## config.mk

```make
export PLATFORM = sky130hd
export DESIGN_NAME = hilo_unit_flat
export DESIGN_NICKNAME = d
export VERILOG_FILES = /design/src/rtl/md_pkg.sv /design/src/rtl/hilo_unit_if.sv /design/src/rtl/hilo_regs.sv /design/src/rtl/hilo_unit.sv /design/src/flat_wrapper.sv
export SDC_FILE = /design/constraint.sdc
export NUM_CORES = 1
export LEC_CHECK = 0
export CORE_AREA = 2 2 116 118
export CTS_BUF_LIST = sky130_fd_sc_hd__clkbuf_8
export DETAILED_ROUTE_END_ITERATION = 8
export DIE_AREA = 0 0 118 120
export PLACE_DENSITY = 0.76
export SLEW_MARGIN = 20
export SYNTH_ARGS = -nofsm -noshare
export SYNTH_HDL_FRONTEND = slang
export SYNTH_SLANG_ARGS = --single-unit
```

## constraint.sdc

```tcl
create_clock -name clk -period 2.4 [get_ports clk]
set_input_delay 0.24 -clock clk [delete_from_list [all_inputs] [get_ports clk]]
set_output_delay 0.24 -clock clk [all_outputs]
set_load 0.005 [all_outputs]
```

## src/rtl/md_pkg.sv

```systemverilog
// md_pkg: shared definitions for the HI/LO multiply/divide sequencer.
//   - md_op_t : 3-bit operation codes presented by decode. For the four
//               multiply/divide codes bit 0 is the signed flag.
//   - state_t : sequencer states, exposed on the debug port of hilo_unit.
//   - CNT_W   : width of the multiply latency counter.
//   - is_mul / is_div : op-class helpers.
package md_pkg;

  localparam int OP_W  = 3;
  localparam int CNT_W = 4;

  typedef enum logic [OP_W-1:0] {
    MULTU = 3'd0,
    MULT  = 3'd1,
    DIVU  = 3'd2,
    DIV   = 3'd3,
    MTHI  = 3'd4,
    MTLO  = 3'd5,
    MFHI  = 3'd6,
    MFLO  = 3'd7
  } md_op_t;

  typedef enum logic [1:0] {
    IDLE     = 2'd0,
    MUL_WAIT = 2'd1,
    DIV_WAIT = 2'd2
  } state_t;

  // MULTU/MULT share op[2:1] == 2'b00; DIVU/DIV share op[2:1] == 2'b01.
  function automatic logic is_mul(input logic [OP_W-1:0] op);
    return (op[2:1] == 2'b00);
  endfunction

  function automatic logic is_div(input logic [OP_W-1:0] op);
    return (op[2:1] == 2'b01);
  endfunction

endpackage

```

## src/rtl/hilo_unit_if.sv

```systemverilog
// hilo_unit_if: bundles the decode-side op bus and the multiplier/divider
// handshake of the HI/LO sequencer.
//
// Handshake rules (all signals are sampled on the rising edge of clk):
//   - decode -> unit: op_valid/op/rs_val/rt_val describe one HI/LO op. When
//     stall is high in the same cycle the op is not taken and has no side
//     effects; decode must present it again. There is no separate ready:
//     an op is accepted exactly in a cycle with op_valid=1 and stall=0.
//   - unit -> multiplier: mul_ena is a one-cycle pulse; the multiplier
//     samples its operands on that edge, and mul_signed qualifies it.
//     mul_z is only consumed in the capture cycle.
//   - unit -> divider: div_start is a one-cycle pulse qualified by
//     div_signed; the divider answers with a one-cycle div_done pulse with
//     div_q/div_r valid in that same cycle.
//   - rd_data is a combinational MFHI/MFLO result, zero otherwise.
//
// Modports: slave = the hilo_unit itself; master = the environment
// (decode stage plus multiplier/divider).
interface hilo_unit_if;
  import md_pkg::*;

  logic            op_valid;
  logic [OP_W-1:0] op;
  logic [31:0]     rs_val;
  logic [31:0]     rt_val;
  logic            stall;
  logic [31:0]     rd_data;

  logic            mul_ena;
  logic            mul_signed;
  logic [63:0]     mul_z;

  logic            div_start;
  logic            div_signed;
  logic            div_done;
  logic [31:0]     div_q;
  logic [31:0]     div_r;

  modport slave (
    input  op_valid, op, rs_val, rt_val, mul_z, div_done, div_q, div_r,
    output stall, rd_data, mul_ena, mul_signed, div_start, div_signed
  );

  modport master (
    output op_valid, op, rs_val, rt_val, mul_z, div_done, div_q, div_r,
    input  stall, rd_data, mul_ena, mul_signed, div_start, div_signed
  );

endinterface

```

## src/rtl/hilo_regs.sv

```systemverilog
// hilo_regs: the architectural HI and LO registers.
// Ports:
//   clk, reset     : clock; asynchronous active-high clear of both registers
//   hi_we, hi_d    : write enable and data for HI
//   lo_we, lo_d    : write enable and data for LO
//   hi_q, lo_q     : read ports (current register contents)
module hilo_regs (
  input  logic        clk,
  input  logic        reset,
  input  logic        hi_we,
  input  logic [31:0] hi_d,
  input  logic        lo_we,
  input  logic [31:0] lo_d,
  output logic [31:0] hi_q,
  output logic [31:0] lo_q
);

  always_ff @(posedge clk or posedge reset) begin
    if (reset) begin
      hi_q <= 32'd0;
    end else if (hi_we) begin
      hi_q <= hi_d;
    end
  end

  always_ff @(posedge clk or posedge reset) begin
    if (reset) begin
      lo_q <= 32'd0;
    end else if (lo_we) begin
      lo_q <= lo_d;
    end
  end

endmodule

```

## src/rtl/hilo_unit.sv

```systemverilog
// hilo_unit: multiply/divide sequencer in front of the HI/LO register pair.
// Accepts MULT/MULTU/DIV/DIVU/MTHI/MTLO/MFHI/MFLO from decode, pulses the
// matching arithmetic unit, waits out its latency and captures the result
// into HI/LO. Any op arriving while a result is outstanding is stalled.
// Parameters:
//   MUL_LAT   : cycles from the mul_ena cycle to the capture cycle (1..15)
// Ports:
//   clk, reset: clock; asynchronous active-high reset
//   bus       : hilo_unit_if.slave (decode op bus + mul/div handshake)
//   hi, lo    : architectural HI and LO
//   busy      : a multiply or divide result is outstanding
//   dbg_state : current sequencer state
module hilo_unit
  import md_pkg::*;
#(
  parameter int MUL_LAT = 1
) (
  input  logic        clk,
  input  logic        reset,
  hilo_unit_if.slave  bus,
  output logic [31:0] hi,
  output logic [31:0] lo,
  output logic        busy,
  output state_t      dbg_state
);

  localparam logic [CNT_W-1:0] CNT_LOAD = CNT_W'(MUL_LAT);

  state_t             state;
  state_t             state_nxt;
  logic [CNT_W-1:0]   cnt;
  logic [CNT_W-1:0]   cnt_nxt;

  logic               hi_we;
  logic               lo_we;
  logic [31:0]        hi_d;
  logic [31:0]        lo_d;
  logic [31:0]        hi_q;
  logic [31:0]        lo_q;

  // State and latency counter.
  always_ff @(posedge clk or posedge reset) begin
    if (reset) begin
      state <= IDLE;
      cnt   <= '0;
    end else begin
      state <= state_nxt;
      cnt   <= cnt_nxt;
    end
  end

  // Next-state, handshake pulses and HI/LO write controls. Every side
  // effect of a decode op lives in the IDLE branch, so a stalled op cannot
  // touch anything.
  always_comb begin
    state_nxt      = state;
    cnt_nxt        = cnt;
    bus.mul_ena    = 1'b0;
    bus.mul_signed = 1'b0;
    bus.div_start  = 1'b0;
    bus.div_signed = 1'b0;
    bus.rd_data    = 32'd0;
    hi_we          = 1'b0;
    lo_we          = 1'b0;
    hi_d           = 32'd0;
    lo_d           = 32'd0;

    case (state)
      IDLE: begin
        if (bus.op_valid) begin
          if (is_mul(bus.op)) begin
            bus.mul_ena    = 1'b1;
            bus.mul_signed = bus.op[0];
            state_nxt      = MUL_WAIT;
            cnt_nxt        = CNT_LOAD;
          end else if (is_div(bus.op)) begin
            // A zero divisor is dropped: no start, HI/LO keep their value.
            if (bus.rt_val != 32'd0) begin
              bus.div_start  = 1'b1;
              bus.div_signed = bus.op[0];
              state_nxt      = DIV_WAIT;
            end
          end else begin
            case (bus.op)
              MTHI: begin
                hi_we = 1'b1;
                hi_d  = bus.rs_val;
              end
              MTLO: begin
                lo_we = 1'b1;
                lo_d  = bus.rs_val;
              end
              MFHI:    bus.rd_data = hi_q;
              MFLO:    bus.rd_data = lo_q;
              default: ;
            endcase
          end
        end
      end

      MUL_WAIT: begin
        cnt_nxt = cnt - 1'b1;
        // cnt==1 marks the capture cycle: the multiplier's registered
        // product is valid now and is written on the closing edge.
        if (cnt == CNT_W'(1)) begin
          hi_we     = 1'b1;
          lo_we     = 1'b1;
          hi_d      = bus.mul_z[63:32];
          lo_d      = bus.mul_z[31:0];
          state_nxt = IDLE;
        end
      end

      DIV_WAIT: begin
        if (bus.div_done) begin
          hi_we     = 1'b1;
          lo_we     = 1'b1;
          hi_d      = bus.div_r;
          lo_d      = bus.div_q;
          state_nxt = IDLE;
        end
      end

      default: begin
        state_nxt = IDLE;
        cnt_nxt   = '0;
      end
    endcase
  end

  // The capture cycle is still non-IDLE, so an op there stalls and is
  // accepted one cycle later, seeing the freshly written HI/LO.
  assign bus.stall = bus.op_valid & (state != IDLE);
  assign busy      = (state != IDLE);
  assign dbg_state = state;
  assign hi        = hi_q;
  assign lo        = lo_q;

  hilo_regs u_regs (
    .clk   (clk),
    .reset (reset),
    .hi_we (hi_we),
    .hi_d  (hi_d),
    .lo_we (lo_we),
    .lo_d  (lo_d),
    .hi_q  (hi_q),
    .lo_q  (lo_q)
  );

endmodule

```

## src/flat_wrapper.sv

```systemverilog
// flat-port wrapper written by rule: the top's interface ports become plain ports
module hilo_unit_flat import md_pkg::*;
#(
  parameter int MUL_LAT = 1
)
  (clk, reset, hi, lo, busy, dbg_state, bus_op_valid, bus_op, bus_rs_val, bus_rt_val, bus_mul_z, bus_div_done, bus_div_q, bus_div_r, bus_stall, bus_rd_data, bus_mul_ena, bus_mul_signed, bus_div_start, bus_div_signed);
  hilo_unit_if bus_i ();
  input  logic clk;
  input  logic reset;
  output logic [31:0] hi;
  output logic [31:0] lo;
  output logic busy;
  output state_t dbg_state;
  input wire logic [$bits(bus_i.op_valid)-1:0] bus_op_valid;
  input wire logic [$bits(bus_i.op)-1:0] bus_op;
  input wire logic [$bits(bus_i.rs_val)-1:0] bus_rs_val;
  input wire logic [$bits(bus_i.rt_val)-1:0] bus_rt_val;
  input wire logic [$bits(bus_i.mul_z)-1:0] bus_mul_z;
  input wire logic [$bits(bus_i.div_done)-1:0] bus_div_done;
  input wire logic [$bits(bus_i.div_q)-1:0] bus_div_q;
  input wire logic [$bits(bus_i.div_r)-1:0] bus_div_r;
  output wire logic [$bits(bus_i.stall)-1:0] bus_stall;
  output wire logic [$bits(bus_i.rd_data)-1:0] bus_rd_data;
  output wire logic [$bits(bus_i.mul_ena)-1:0] bus_mul_ena;
  output wire logic [$bits(bus_i.mul_signed)-1:0] bus_mul_signed;
  output wire logic [$bits(bus_i.div_start)-1:0] bus_div_start;
  output wire logic [$bits(bus_i.div_signed)-1:0] bus_div_signed;
  assign bus_i.op_valid = bus_op_valid;
  assign bus_i.op = bus_op;
  assign bus_i.rs_val = bus_rs_val;
  assign bus_i.rt_val = bus_rt_val;
  assign bus_i.mul_z = bus_mul_z;
  assign bus_i.div_done = bus_div_done;
  assign bus_i.div_q = bus_div_q;
  assign bus_i.div_r = bus_div_r;
  assign bus_stall = bus_i.stall;
  assign bus_rd_data = bus_i.rd_data;
  assign bus_mul_ena = bus_i.mul_ena;
  assign bus_mul_signed = bus_i.mul_signed;
  assign bus_div_start = bus_i.div_start;
  assign bus_div_signed = bus_i.div_signed;
  hilo_unit #(.MUL_LAT(MUL_LAT)) u_core (.clk(clk), .reset(reset), .bus(bus_i), .hi(hi), .lo(lo), .busy(busy), .dbg_state(dbg_state));
endmodule
```

==> After elaboration in Yosys (flattened, before gate mapping) <==
Cells that the tools add are included.
{ "word_totals": {"in_bits": 199, "wordCells": 84, "output_inout_bits": 104, "regBits": 70} }
{ "classes": {"eq_ne": 14, "bitwise_logic": 2, "addsub": 1, "muxes": 57, "reduce_logical": 6} }
{ "ops": {"columns": ["operator", "n"], "rows": [
  ["$mux 32", 16],
  ["$pmux 32 s3", 2],
  ["$pmux 32 s2", 1],
  ["$reduce_bool 32->1", 1],
  ["$mux 1", 26],
  ["$eq 3x3->1 const B", 4],
  ["$mux 2", 6],
  ["$pmux 4 s3", 1],
  ["$mux 4", 2],
  ["$ne 3x1->1 const B", 2],
  ["$pmux 1 s3", 2],
  ["$pmux 2 s3", 1],
  ["$reduce_and 5->1", 1],
  ["$eq 2x1->1 const B", 2],
  ["$eq 4x1->1 const B", 1],
  ["$logic_not 2->1", 2],
  ["$ne 2x1->1 const B", 2],
  ["$ne 2x2->1 const B", 2],
  ["$sub 4x1->4 const B", 1],
  ["$reduce_and 3->1", 1],
  ["$eq 2x2->1 const B", 1],
  ["$reduce_bool 2->1", 1],
  ["$and 1x1->1", 1],
  ["$not 1->1", 1]
]} }

==> Logic depth before layout (Yosys ltp) <==
Gate-level depths: netlist (run 1).
{ "logic_depth": {"word_depth": 6, "depth_mapped": 8, "mapped_depth_nobuf": 6} }

==> By module <==
From an unflattened synthesis (run 1), not the netlist that was laid out.
{ "hier_totals": {"cells_unflattened": 431, "hier_area_um2": 4669.5} }
{ "modules_own_cells": {"columns": ["mod", "seq_area_each_um2", "n_inst", "cells_each", "area_per_inst_um2"], "rows": [
  ["hilo_regs", 1601.5, 1, 137, 2693.8],
  ["hilo_unit", 150.1, 1, 294, 1975.6]
]} }

==> Worst setup path after synthesis (run 1) <==
No wires, ideal clock.
{ "synth_path": {"path_kind": "flip-flop to flip-flop", "from": "register u_core.cnt[1]", "to": "register u_core.u_regs.hi_q[27]", "setup_ps": 130, "arrival_time_ps": 1540, "stages_incl_launch_ff": 9, "path_slack_ps": 729, "period_less_slack_ps": 1671, "cell_sequence": "dfrtp_1 -> inv_1 -> ha_1 -> nor4bb_2 -> a21o_1 -> or2_1 -> buf_4 -> buf_6 -> a31oi_2"} }
{ "synth_via": {"elab_chain_cells": 3, "word_cells_on_any_way": 5, "classes_between": "1 x eq/ne; 4 x mux"} }
{ "synth_lines": {"columns": ["item", "line_no", "source"], "rows": [
  ["start: declaration", "hilo_unit.sv:31", "logic [CNT_W-1:0] cnt;"],
  ["start signal: assignment", "hilo_unit.sv:48", "cnt <= cnt_nxt;"],
  ["$eq 4x1->1 *", "hilo_unit.sv:105", "if (cnt == CNT_W'(1)) begin"],
  ["$mux 32 / $mux 1 (equally long branches)", "hilo_unit.sv:105", null],
  ["$pmux 32 s3 / $pmux 1 s3 (equally long branches)", "hilo_unit.sv:68", "case (state)"],
  ["end signal: assignment", "hilo_regs.sv:22", "hi_q <= hi_d;"],
  ["end: declaration", "hilo_regs.sv:14", "output logic [31:0] hi_q,"]
]} }
Mark *: on every way between the ends. The rest lies on a longest branch, timed or not.
A chain may end at the register's enable or synchronous reset.

==> Worst setup path in the final report (run 1) <==
{ "layout_path": {"from": "input port bus_op[2]", "to": "output port bus_rd_data[23]"} }
{ "layout_via": {"elab_chain_cells": 6, "word_cells_on_any_way": 9, "classes_between": "3 x eq/ne; 5 x mux; 1 x reduce/logical"} }
{ "layout_lines": {"columns": ["item", "line_no", "source"], "rows": [
  ["start: declaration", "flat_wrapper.sv:15", "input wire logic [$bits(bus_i.op)-1:0] bus_op;"],
  ["$eq 3x3->1", "hilo_unit.sv:84", "case (bus.op)"],
  ["$pmux 32 s2", "hilo_unit.sv:84", null],
  ["$mux 32", "hilo_unit.sv:76", "end else if (is_div(bus.op)) begin"],
  ["$mux 32 *", "hilo_unit.sv:71", "if (is_mul(bus.op)) begin"],
  ["$mux 32 *", "hilo_unit.sv:70", "if (bus.op_valid) begin"],
  ["$mux 32 *", "hilo_unit.sv:68", null],
  ["end: declaration", "flat_wrapper.sv:23", "output wire logic [$bits(bus_i.rd_data)-1:0] bus_rd_data;"]
]} }
Marks and branches as above.

==> summary.md, run 1 <==
| Metric | Value |
|---|---|
| Clock buffer depth | 2 |
| Die X | 118 µm |
| Overflow left after global routing | 0 |
| Maximum clock frequency | 0.4246 GHz |
| Fraction of layout instances using a drive strength above 1 | 10.89% |
| Routed WL | 18840 µm |
| Worst r2r path cells | 8 |
| Area enclosed by the die boundary | 14160 µm² |
| Leading cell types in the layout, fill and taps excluded | clkdlybuf4s50_1 (302), dfrtp_1 (70), a22oi_1 (64) |
| Synthesized netlist cell count | 470 |
| Clk sinks | 70 |
| Endpoint type of the worst setup path | output pin |
| Post-CTS clock slew at the launch and capture registers of the worst setup and hold paths | 0.08 ns |
| Clock buffer count from CTS | 9 |
| Cell type with the largest total area after synthesis | dfrtp_1 |
| Top area cells in the synthesized netlist | dfrtp_1 (41%), a22oi_1 (11%), a31oi_2 (8.7%) |
| Number of rows in the core area | 42 |
| Pre-CTS setup slack | roughly 0.017 ns |
| Arrival time at the worst endpoint | roughly 2.1 ns |
| Average routed wire per standard cell | 20.08 µm |
| R2r setup slk | roughly 0.25 ns |
| Critical path's most frequent cell | clkdlybuf4s50_1 |
| Launch instance of the worst register-to-register path | u_core.cnt[1]$_DFFE_PP0P_ |
| Count of inserted antenna diode cells | 0 |
| Sequential element share of the synthesized area | 40.75% |
| Maximum number of pins on one net before global-route repair | 71 |
| Routed vias | ~5300 |
| Initial cell density of the core | between 30% and 40% |
| Number of slew-limit violations in the final report | 0 |
| Outcome | complete, no violations |
| Hold WC Path Type | in2async |
| Post-synthesis register bit count | 70 |
| Master of the slowest instance on the critical path | clkdlybuf4s50_1 |
| Synth unique cells | 36 |
| Netlist Area Pre-Place | about 4300 µm² |
| Leakage dissipation | 2.788 nW |
| Port bufs | 302 |
| Maximum single-stage delay on the critical path | 0.56 ns |
| Worst max-slew margin expressed relative to the limit | 67.77% |
| Most common cell after layout, fill and taps aside | clkdlybuf4s50_1 |
| Detailed-route vias per instance | 5.617 |
| TritonCTS clock tree | yes |
| Critical path data required time | 2.16 ns |
| Number of nets at the end of the flow | 958 |
| Worst Skew | 0.009759 ns |
| Power density over the cells | 978.3 nW/µm² |
| IR Drop Worst-Case VDD | 0.4015 mV |
| Total global routing track utilization | 25.69% |
| Worst-case setup margin in the final layout | 0.04494 ns |
| Top_reg_cell synth | dfrtp_1 |
| Synth Area per Inst | 9.147 µm² |
| Routability congestion estimate | 0.8299 |
| Tmin final | between 2 and 2.5 ns |
| Capture instance of the worst register-to-register path | u_core.u_regs.lo_q[13]$_DFFE_PP0P_ |
| Maximum fanout count along the critical path | 14 |
| Via count of the first global-routing pass | ~5400 |
| Number of antenna violations at the first check in global routing | 0 |
| Transition at the pin with the smallest max-transition slack | between 0.4 and 0.5 ns |
| Area growth syn-to-layout | 81.29% |
| Post-DRT Antenna Nets | 0 |
| Cell Count, Final, Fillers Out | 938 |
| Number of max-cap violations | 0 |
| Number of setup violations in the final report | 0 |
| Number of DRC markers after the initial detailed-route iteration | 565 |
| Floorplan die height | 120 µm |
| Setup crit start kind | input port |
| Area share of the leading cell type in the synthesized netlist | 40.75% |
| Proportion of synthesized flip-flops having asynchronous set or reset | 100.0% |
| Critical path origin | bus_op[2] |
| Number of synthesized flops with an enable pin | 0 |
| Synthesized net count | 671 |
| Global-route wire length before repair | 28890 µm |
| Clock insertion delay at the later pin of the skew report | 0.34 ns |
| Estimated wirelength of the detail-placed design | 14290 µm |
| Count of warnings emitted by yosys | 0 |
| Area of the core region | ~13000 µm² |
| Cells traversed along the worst timing path | clkdlybuf4s50_1 > nand2_1 > nor2_4 > buf_6 > a22oi_1 > nor2_1 > clkdlybuf4s50_1 |
| Placed insts | about 920 |
| Residual DRC count | 0 |
| Number of levels in the clock H-tree | 3 |
| Total of hold buffers inserted after clock tree synthesis | 0 |
| Number of top-level pins | 303 |
| Crit Path Category | in2out |
| Period Utilization, post-route | 98.13% |
| Root buffer cell | clkbuf_8 |
| Final number of hold-violating endpoints | 0 |
| Pre-Repair DR Iteration Count | 8 |
-- cell families after synthesis --
kind of cell,synth area share [%]
buffers and inverters,7.742
and+or+nand+nor,17.78
xor gates and xnor gates,0.4075
DFF,40.75
adders and majority gates,0.5820
muxes,0.2328
AOI/OAI and AO/OA,32.51
-- Yosys cell counts (2+ instances only) --
cell / number
ha_1: 2
clkbuf_1: 10
a31oi_2: 30
a21oi_1: 26
o21ai_1: 4
nor4_1: 9
a222oi_1: 32
buf_6: 4
nand2_1: 38
o21ai_0: 3
nor2b_1: 2
dfrtp_1: 70
buf_2: 26
and3_1: 3
buf_4: 7
nor2_1: 40
inv_1: 13
nor3_1: 60
buf_1: 5
xnor2_1: 2
nand4_1: 2
a22oi_1: 64
a21o_1: 2
or2_1: 2
o22ai_1: 3
-- worst max-delay path: cells and delay by family --
family | cells | cell delay [ns]
buffers and inverters | 3 | 1.29
AOI/OAI and AO/OA | 1 | 0.11
and+or+nand+nor | 3 | 0.47
-- flip-flops by register name, indices dropped and copies added, names as in the netlist --
signal,cells
u_core.u_regs.lo_q,32
u_core.u_regs.hi_q,32
u_core.cnt,4
u_core.dbg_state,2
-- worst max path at each step --
stage	cells past startpoint	slack, ns	to
final	7	0.04	bus_rd_data[23]
after global routing	7	-0.004	bus_rd_data[8]
after CTS	7	0.04	bus_rd_data[23]
after floorplan	1	0.39	u_core.cnt[0]$_DFFE_PP0P_
after global placement	6	0.11	bus_rd_data[16]
after detailed placement	6	0.02	bus_rd_data[23]
-- final cells by class --
cell class | count | area [µm²]
fillers | 1144 | 5186
repair buffers | 328 | 3301
multi-input cells | 335 | 2241
flip-flops and latches | 70 | 1752
well taps | 176 | 220.2
clock buffers | 10 | 137.6
clock inverters | 6 | 93.84
inverters | 13 | 48.80
-- per-stage QoR --
step	setup TNS [ns]	hold slack, ns	util (%)	instance area (µm²)	total power [mW]
CTS	0	0.3078	59.99	7786	7.656
finish	0	0.3065	60.04	7794	7.624
global route	-0.003543	0.3163	60.04	7794	8.104
global placement	0	0.5351	58.16	7550	6.397
detailed placement	0	0.5435	58.16	7550	6.517
floorplan	0	0.3819	-	4299	4.295
-- what timing repair did --
item | 4_1_cts | 5_1_grt
endpoints found under the hold margin | 0 | 0
setup endpoints to repair | 2 | 6
gates resized for setup | 1 | 2
pin swaps | 0 | 0
buffers inserted | 0 | 0
-- layer usage --
layer | global-route usage (%) | share of wire, %
met5 | 0 | 0
met4 | 9.639 | 2.9
met3 | 6.464 | 8.3
met2 | 46.84 | 52
met1 | 28.86 | 37
-- power breakdown --
group | total (mW) | switching [mW] | internal, mW | leakage, nW
Combinational | 4.11 | 1.79 | 2.32 | 1.84
Sequential | 2.41 | 0.599 | 1.81 | 0.834
Clock | 1.11 | 0.486 | 0.621 | 0.113
Total | 7.62 | 2.88 | 4.75 | 2.79
(Power assumes the default switching activity.)
==> run 2, diff against run 1 <==
--- a/config.mk
+++ b/config.mk
@@ -10,6 +10,7 @@
 export DETAILED_ROUTE_END_ITERATION = 8
 export DIE_AREA = 0 0 118 120
 export PLACE_DENSITY = 0.76
+export RECOVER_POWER = 50
 export SLEW_MARGIN = 20
 export SYNTH_ARGS = -nofsm -noshare
 export SYNTH_HDL_FRONTEND = slang
==> run 2 against run 1 <==
The flow now finishes with violations (capacitance limit, slew limit); routed wire length is 0.22% lower; power shrank 2.1%; cell area down 0.19%; clock-buffer cell count stayed put; die area stayed put; register-to-register slack about the same; hold slack improved by 0.16 ns; via count down 0.40%; critical path type unchanged; critical endpoint unchanged.
==> summary.md, run 2 (synthesis results as in run 1) <==
| Metric | Value |
|---|---|
| R2r setup slk | 0.25 ns (about the same) |
| Residual DRC count | 0 (unchanged) |
| Worst max-slew margin expressed relative to the limit | -19.45% (-87 points) |
| Total of hold buffers inserted after clock tree synthesis | 0 (unchanged) |
| Number of rows in the core area | 42 (unchanged) |
| Outcome | finished with violations |
| Routability congestion estimate | 0.8299 (unchanged) |
| Clock buffer depth | 2 (unchanged) |
| TritonCTS clock tree | yes |
| Placed insts | 922 (unchanged) |
| Endpoint type of the worst setup path | output pin |
| Biggest regs | u_core.u_regs.hi_q: 32 flops, u_core.u_regs.lo_q: 32 flops, u_core.cnt: 4 flops |
| CP top delay family | buffers and inverters |
| Period Utilization, post-route | 98.18% (about the same) |
| Clk sinks | 70 (unchanged) |
| Fraction of layout instances using a drive strength above 1 | 10.76% (-0.13 points) |
| Maximum number of pins on one net before global-route repair | 71 (unchanged) |
| Setup crit start kind | input port |
| Arrival time at the worst endpoint | 2.12 ns (about the same) |
| Cell Count, Final, Fillers Out | 938 (unchanged) |
| Routed WL | 18800 µm (-0.22%) |
| Number of DRC markers after the initial detailed-route iteration | 586 (+3.7%) |
| Clock insertion delay at the later pin of the skew report | 0.34 ns (about the same) |
| Capture instance of the worst register-to-register path | u_core.u_regs.lo_q[13]$_DFFE_PP0P_ |
| Worst-case setup margin in the final layout | 0.04370 ns (-0.001239 ns) |
| Transition at the pin with the smallest max-transition slack | 1.792 ns (+1.308 ns) |
| Clock buffer count from CTS | 9 (unchanged) |
| Number of max-cap violations | 1 (+1) |
| Final number of hold-violating endpoints | 0 (unchanged) |
| Launch instance of the worst register-to-register path | u_core.cnt[1]$_DFFE_PP0P_ |
| Maximum single-stage delay on the critical path | 0.56 ns (about the same) |
| Most Used Layer, Global Route | met2 |
| Pre-Repair DR Iteration Count | 9 (+1) |
| Initial cell density of the core | 33.12% (unchanged) |
| Overflow left after global routing | 0 (unchanged) |
| Area growth syn-to-layout | 80.94% |
| Most common cell after layout, fill and taps aside | clkdlybuf4s50_1 |
| Number of top-level pins | 303 (unchanged) |
| Number of levels in the clock H-tree | 3 (unchanged) |
| Area of the core region | 12980 µm² (unchanged) |
| Port bufs | 302 (unchanged) |
| Number of slew-limit violations in the final report | 71 (+71) |
| Maximum clock frequency | 0.4244 GHz (about the same) |
| Leading cell types in the layout, fill and taps excluded | clkdlybuf4s50_1 (256), dfrtp_1 (70), a22oi_1 (64) |
| Estimated wirelength of the detail-placed design | 14290 µm (unchanged) |
| Worst Skew | 0.01156 ns (+0.001803 ns) |
| Failing checks | capacitance limit, slew limit |
| Pre-CTS setup slack | 0.01705 ns (unchanged) |
| Floorplan die height | 120 µm (unchanged) |
| Detailed-route vias per instance | 5.595 (-0.40%) |
| Critical path origin | bus_op[2] |
| Post-CTS Setup Bufs | 0 (unchanged) |
| Root buffer cell | clkbuf_8 |
| Average routed wire per standard cell | 20.04 µm (-0.22%) |
| Post-CTS clock slew at the launch and capture registers of the worst setup and hold paths | 0.08 ns (about the same) |
| Crit path buffers/inverters | 3 (unchanged) |
| Total global routing track utilization | 25.69% (unchanged) |
| Hold WC Path Type | in2reg |
| Leakage dissipation | 2.802 nW (+0.48%) |
| Routed vias | 5248 (-0.40%) |
| Final-layout fill cell count | 1146 (+0.17%) |
| Global routing usage on met3 | 6.464% (unchanged) |
| Critical path data required time | 2.16 ns (about the same) |
| Die X | 118 µm (unchanged) |
| Number of antenna violations at the first check in global routing | 0 (unchanged) |
| WP depth | 7 (unchanged) |
| Worst r2r path cells | 8 (unchanged) |
| Tmin final | 2.356 ns (+0.001239 ns) |
| Post-DRT Antenna Nets | 0 (unchanged) |
| Last element of the critical path | bus_rd_data[23] |
| Cells traversed along the worst timing path | clkdlybuf4s50_1 > nand2_1 > nor2_4 > buf_6 > a22oi_1 > nor2_1 > clkdlybuf4s50_1 |
| Global-route wire length before repair | 28890 µm (unchanged) |
| Area enclosed by the die boundary | 14160 µm² (unchanged) |
| Via count of the first global-routing pass | 5377 (unchanged) |
| IR Drop Worst-Case VDD | 0.3911 mV (-2.6%) |
| Met1 Track Usage GR | 28.86% (unchanged) |
| Power density over the cells | 959.3 nW/µm² (-1.9%) |
| Count of inserted antenna diode cells | 0 (unchanged) |
| Number of nets at the end of the flow | 958 (unchanged) |
| Met2 Track Usage GR | 46.84% (unchanged) |
| Master of the slowest instance on the critical path | clkdlybuf4s50_1 |
| Crit Path Category | in2out |
| Critical path's most frequent cell | clkdlybuf4s50_1 |
| Number of setup violations in the final report | 0 (unchanged) |
| Maximum fanout count along the critical path | 14 (unchanged) |
-- run 2: changes by cell type in the layout (fill, tap and decap cells not counted), sizes merged --
cell,before,now
inv,14,13
buf,26,25
dlygate4sd3,0,46
clkinv,2,3
clkbuf,10,11
clkdlybuf4s50,302,256
-- run 2: worst min-delay path by stage --
stage,from,slack (ns),to,cells past startpoint
2_1_floorplan,bus_div_q[13],0.38,u_core.u_regs.lo_q[13]$_DFFE_PP0P_,2
3_3_place_gp,u_core.u_regs.lo_q[10]$_DFFE_PP0P_,0.54,u_core.u_regs.lo_q[10]$_DFFE_PP0P_,2
3_5_place_dp,u_core.u_regs.lo_q[10]$_DFFE_PP0P_,0.54,u_core.u_regs.lo_q[10]$_DFFE_PP0P_,2
4_1_cts,reset,0.31,u_core.u_regs.hi_q[2]$_DFFE_PP0P_,3
5_1_grt,bus_mul_z[44],0.46,u_core.u_regs.hi_q[12]$_DFFE_PP0P_,3
6_report,bus_mul_z[62],0.47,u_core.u_regs.hi_q[30]$_DFFE_PP0P_,3
-- run 2: layer usage --
layer / part of all wire [%] / vias up
li1: - / 2393
met1: 36 / 2492
met2: 52 / 319
met3: 8.5 / 44
met4: 3.0 / 0
met5: 0 / -
-- run 2: final cells by class --
class	instances	area (µm²)	area share, %
clock buffers	10	137.6	1.769
clock inverters	6	93.84	1.206
inverters	13	48.80	0.6273
multi-input cells	335	2241	28.81
flip-flops and latches	70	1752	22.52
well taps	176	220.2	2.831
repair buffers	328	3286	42.24
-- run 2: timing repair --
action,4_1_cts,5_1_grt
endpoints found under the setup margin,2,6
endpoints found under the hold margin,0,0
gates resized for setup,1,2
-- run 2: worst register-to-register path, delay by kind of cell, from the launching register on --
family,cells,cell delay [ns]
flip-flops,1,0.40
AND/OR/NAND/NOR,2,0.55
buffers and inverters,3,0.59
adder cells (fa/ha/maj),1,0.16
AO/OA/AOI/OAI,2,0.34
-- run 2: report_power, final --
part	total, mW	switching, mW	internal [mW]
clock	1.11	0.491	0.621
sequential	2.40	0.587	1.81
combinational	3.95	1.79	2.17
-- run 2: through the flow --
| step | total power [mW] | hold slack [ns] | setup TNS, ns | utilization, % | area [µm²] |
|---|---|---|---|---|---|
| after global placement | 6.397 | 0.5351 | 0 | 58.16 | 7550 |
| after floorplan | 4.295 | 0.3819 | 0 | - | 4299 |
| after global routing | 7.940 | 0.4645 | -0.003459 | 59.93 | 7779 |
| after detailed placement | 6.517 | 0.5435 | 0 | 58.16 | 7550 |
| after CTS | 7.656 | 0.3078 | 0 | 59.99 | 7786 |
| final | 7.462 | 0.4713 | 0 | 59.93 | 7779 |
==> run 3, diff against run 2 <==
--- a/config.mk
+++ b/config.mk
@@ -5,11 +5,12 @@
 export SDC_FILE = /design/constraint.sdc
 export NUM_CORES = 1
 export LEC_CHECK = 0
-export CORE_AREA = 2 2 116 118
+export CORE_ASPECT_RATIO = 1.1
+export CORE_MARGIN = 10
+export CORE_UTILIZATION = 36
 export CTS_BUF_LIST = sky130_fd_sc_hd__clkbuf_8
 export DETAILED_ROUTE_END_ITERATION = 8
-export DIE_AREA = 0 0 118 120
-export PLACE_DENSITY = 0.76
+export PLACE_DENSITY = 0.82
 export RECOVER_POWER = 50
 export SLEW_MARGIN = 20
 export SYNTH_ARGS = -nofsm -noshare
==> run 3 against run 2 <==
The run now ends clean; sequential cell count did not move; routed wire length is 10% higher; core utilization rose by 6.4 points; combinational power rose by 2%; cell count decreased by 3.0%; cell area down 1.1%; die area grew 18%; clock skew rose by 0.0065 ns; via count grew 0.34%; fmax rose by 1.0%; hold slack better by 0.014 ns; register-to-register slack worse by 0.05 ns; critical endpoint is now bus_rd_data[17]; largest power group unchanged.
==> summary.md, run 3 (synthesis results as in run 1) <==
| Metric | Value |
|---|---|
| Outcome | complete, no violations |
| Number of rows in the core area | 41 (-2.4%) |
| Min-delay src | bus_mul_z[33] |
| Number of setup violations in the final report | 0 (unchanged) |
| Detailed-route vias per instance | 5.787 (+3.4%) |
| Area enclosed by the die boundary | 16720 µm² (+18%) |
| Final Power | 7.326 mW (-1.8%) |
| Number of max-cap violations | 0 (-1) |
| Clock insertion delay at the later pin of the skew report | 0.33 ns (about the same) |
| Arrival time at the worst endpoint | 2.09 ns (-0.03 ns) |
| Setup crit start kind | input port |
| Pre-Repair DR Iteration Count | 9 (unchanged) |
| Routed WL | 20730 µm (+10%) |
| Launch instance of the worst register-to-register path | u_core.cnt[1]$_DFFE_PP0P_ |
| Floorplan die height | 134.6 µm (+12%) |
| Tmin final | 2.333 ns (-0.02361 ns) |
| Switching power share of the total | 38.65% (+0.28 points) |
| Area growth syn-to-layout | 78.99% |
| Clock buffer count from CTS | 9 (unchanged) |
| Met3 wirelength from detailed routing | 2041 µm (+27%) |
| Final-layout fill cell count | 955 (-17%) |
| Worst r2r path cells | 7 (-1) |
| Residual DRC count | 0 (unchanged) |
| Port bufs | 302 (unchanged) |
| Global-route wire length before repair | 31410 µm (+8.7%) |
| Maximum fanout count along the critical path | 17 (+3) |
| Met1 layer wirelength in the final routing | 7084 µm (+4.4%) |
| Estimated wirelength of the detail-placed design | 16440 µm (+15%) |
| Net load switching power | 2.832 mW (-1.1%) |
| Post-CTS clock slew at the launch and capture registers of the worst setup and hold paths | 0.08 ns (about the same) |
| Number of antenna violations at the first check in global routing | 0 (unchanged) |
| Critical path data required time | 2.16 ns (about the same) |
| Endpoint type of the worst setup path | output pin |
| Maximum clock frequency | 0.4287 GHz (+1.0%) |
| Clock buffer depth | 2 (unchanged) |
| Comb pwr share | 55.1% (+2.1 points) |
| Maximum number of pins on one net before global-route repair | 43 (-39%) |
| Critical path origin | bus_op[1] |
| Worst Skew | 0.01804 ns (+0.006478 ns) |
| Area of the core region | 11590 µm² (-11%) |
| Total of hold buffers inserted after clock tree synthesis | 0 (unchanged) |
| Number of top-level pins | 303 (unchanged) |
| Post-DRT Antenna Nets | 0 (unchanged) |
| Power density over the cells | 952.0 nW/µm² (-0.75%) |
| Fraction of layout instances using a drive strength above 1 | 10.53% (-0.23 points) |
| Worst max-slew margin expressed relative to the limit | 25.73% (+45 points) |
| Proportion of power drawn by flip-flops and latches | 32.3% (+0.2 points) |
| Clk sinks | 70 (unchanged) |
| Top Metal Used | met4 |
| R2r setup slk | 0.20 ns (-0.05 ns) |
| Routed vias | 5266 (+0.34%) |
| Worst hold margin | 0.4851 ns (+0.01374 ns) |
| Root buffer cell | clkbuf_8 |
| Average routed wire per standard cell | 22.78 µm (+14%) |
| Routability congestion estimate | 0.9054 (+9.1%) |
| Final number of hold-violating endpoints | 0 (unchanged) |
| Post-CTS Setup Bufs | 0 (unchanged) |
| Via count of the first global-routing pass | 5653 (+5.1%) |
| Number of nets at the end of the flow | 957 (-0.10%) |
| Overflow left after global routing | 0 (unchanged) |
| Biggest regs | u_core.u_regs.hi_q: 32 flops, u_core.u_regs.lo_q: 32 flops, u_core.cnt: 4 flops |
| Total global routing track utilization | 23.56% (-2.1 points) |
| Transition at the pin with the smallest max-transition slack | 1.113 ns (-0.6789 ns) |
| Initial cell density of the core | 37.08% (+4.0 points) |
| Capture instance of the worst register-to-register path | u_core.u_regs.hi_q[27]$_DFFE_PP0P_ |
| Routed length on met2 | 11100 µm (+13%) |
| Count of inserted antenna diode cells | 0 (unchanged) |
| Die X | 124.2 µm (+5.2%) |
| Most common cell after layout, fill and taps aside | clkdlybuf4s50_1 |
| Internal power consumption | 4.494 mW (-2.3%) |
| Leakage dissipation | 2.784 nW (-0.61%) |
| Number of DRC markers after the initial detailed-route iteration | 546 (-6.8%) |
| Hold WC Path Type | in2reg |
| Number of levels in the clock H-tree | 3 (unchanged) |
| Leading cell types in the layout, fill and taps excluded | clkdlybuf4s50_1 (257), dfrtp_1 (69), a22oi_1 (64) |
| TritonCTS clock tree | yes |
| Min-Delay Endpoint | u_core.u_regs.hi_q[1]$_DFFE_PP0P_ |
| Number of slew-limit violations in the final report | 0 (-100%) |
| Clk network pwr share | 12.6% (-2.3 points) |
| RSZ-0062 raised after global routing | true |
| Crit Path Category | in2out |
| IR Drop Worst-Case VDD | 0.4125 mV (+5.5%) |
| Number of cells traversed by the worst hold path | 3 (unchanged) |
| Period Utilization, post-route | 97.20% (-0.98 points) |
[run 3: changes by cell type in the layout (fill, tap and decap cells not counted), moves of 2 or more]
cell	before	now
inv_1	12	14
clkinv_2	0	2
nor2_2	0	3
nor2_4	2	0
clkinv_4	2	0
[run 3: timing repair]
item,CTS,global route
resized for setup,1,5
pin swaps,0,0
setup endpoints to repair,3,5
gates cloned,0,0
[run 3: stage by stage]
step | instances | util, % | instance area, µm² | TNS (ns) | setup WS [ns]
after global routing | 910 | 66.37 | 7695 | -0.004173 | -0.004173
final | 910 | 66.37 | 7695 | 0 | 0.06731
after detailed placement | 895 | 64.58 | 7487 | 0 | 0.04167
after floorplan | 470 | - | 4299 | 0 | 0.3918
after global placement | 895 | 64.58 | 7487 | 0 | 0.1443
after CTS | 910 | 66.25 | 7681 | 0 | 0.06899
[run 3: power groups by stage]
stage	sequential (mW)	clock [mW]	combinational, mW
finish	2.37	0.924	4.03
global route	2.44	1.01	4.37
CTS	2.37	0.940	4.20
detailed placement	2.39	0	4.18
global placement	2.35	0	4.08
floorplan	2.30	0	1.99
[run 3: area by class of cell]
type | instances | area [µm²] | area share (%)
clock buffers | 10 | 137.6 | 1.789
clock inverters | 5 | 51.30 | 0.6667
inverters | 13 | 48.80 | 0.6341
multi-input cells | 335 | 2240 | 29.11
flip-flops and latches | 70 | 1753 | 22.78
well taps | 150 | 187.7 | 2.439
repair buffers | 327 | 3277 | 42.59
[run 3: worst max path at each step]
stage / slack (ns) / end / cells past startpoint
finish: 0.07 / bus_rd_data[17] / 7
global route: -0.004 / bus_rd_data[17] / 7
CTS: 0.07 / bus_rd_data[17] / 5
detailed placement: 0.04 / bus_rd_data[17] / 6
global placement: 0.14 / bus_rd_data[19] / 6
floorplan: 0.39 / u_core.cnt[0]$_DFFE_PP0P_ / 1
[run 3: layer usage]
metal	track usage, %	vias up
met1	24.88	2536
li1	-	2395
met2	43.32	303
met5	0	-
met3	6.839	32
met4	7.298	0
[run 3: worst max-delay path: stages]
cell and delay, ns:
clkdlybuf4s50_1 0.54, nand2_1 0.13, nor2_2 0.17, buf_6 0.22
a22oi_1 0.11, nor2_1 0.13, clkdlybuf4s50_1 0.56
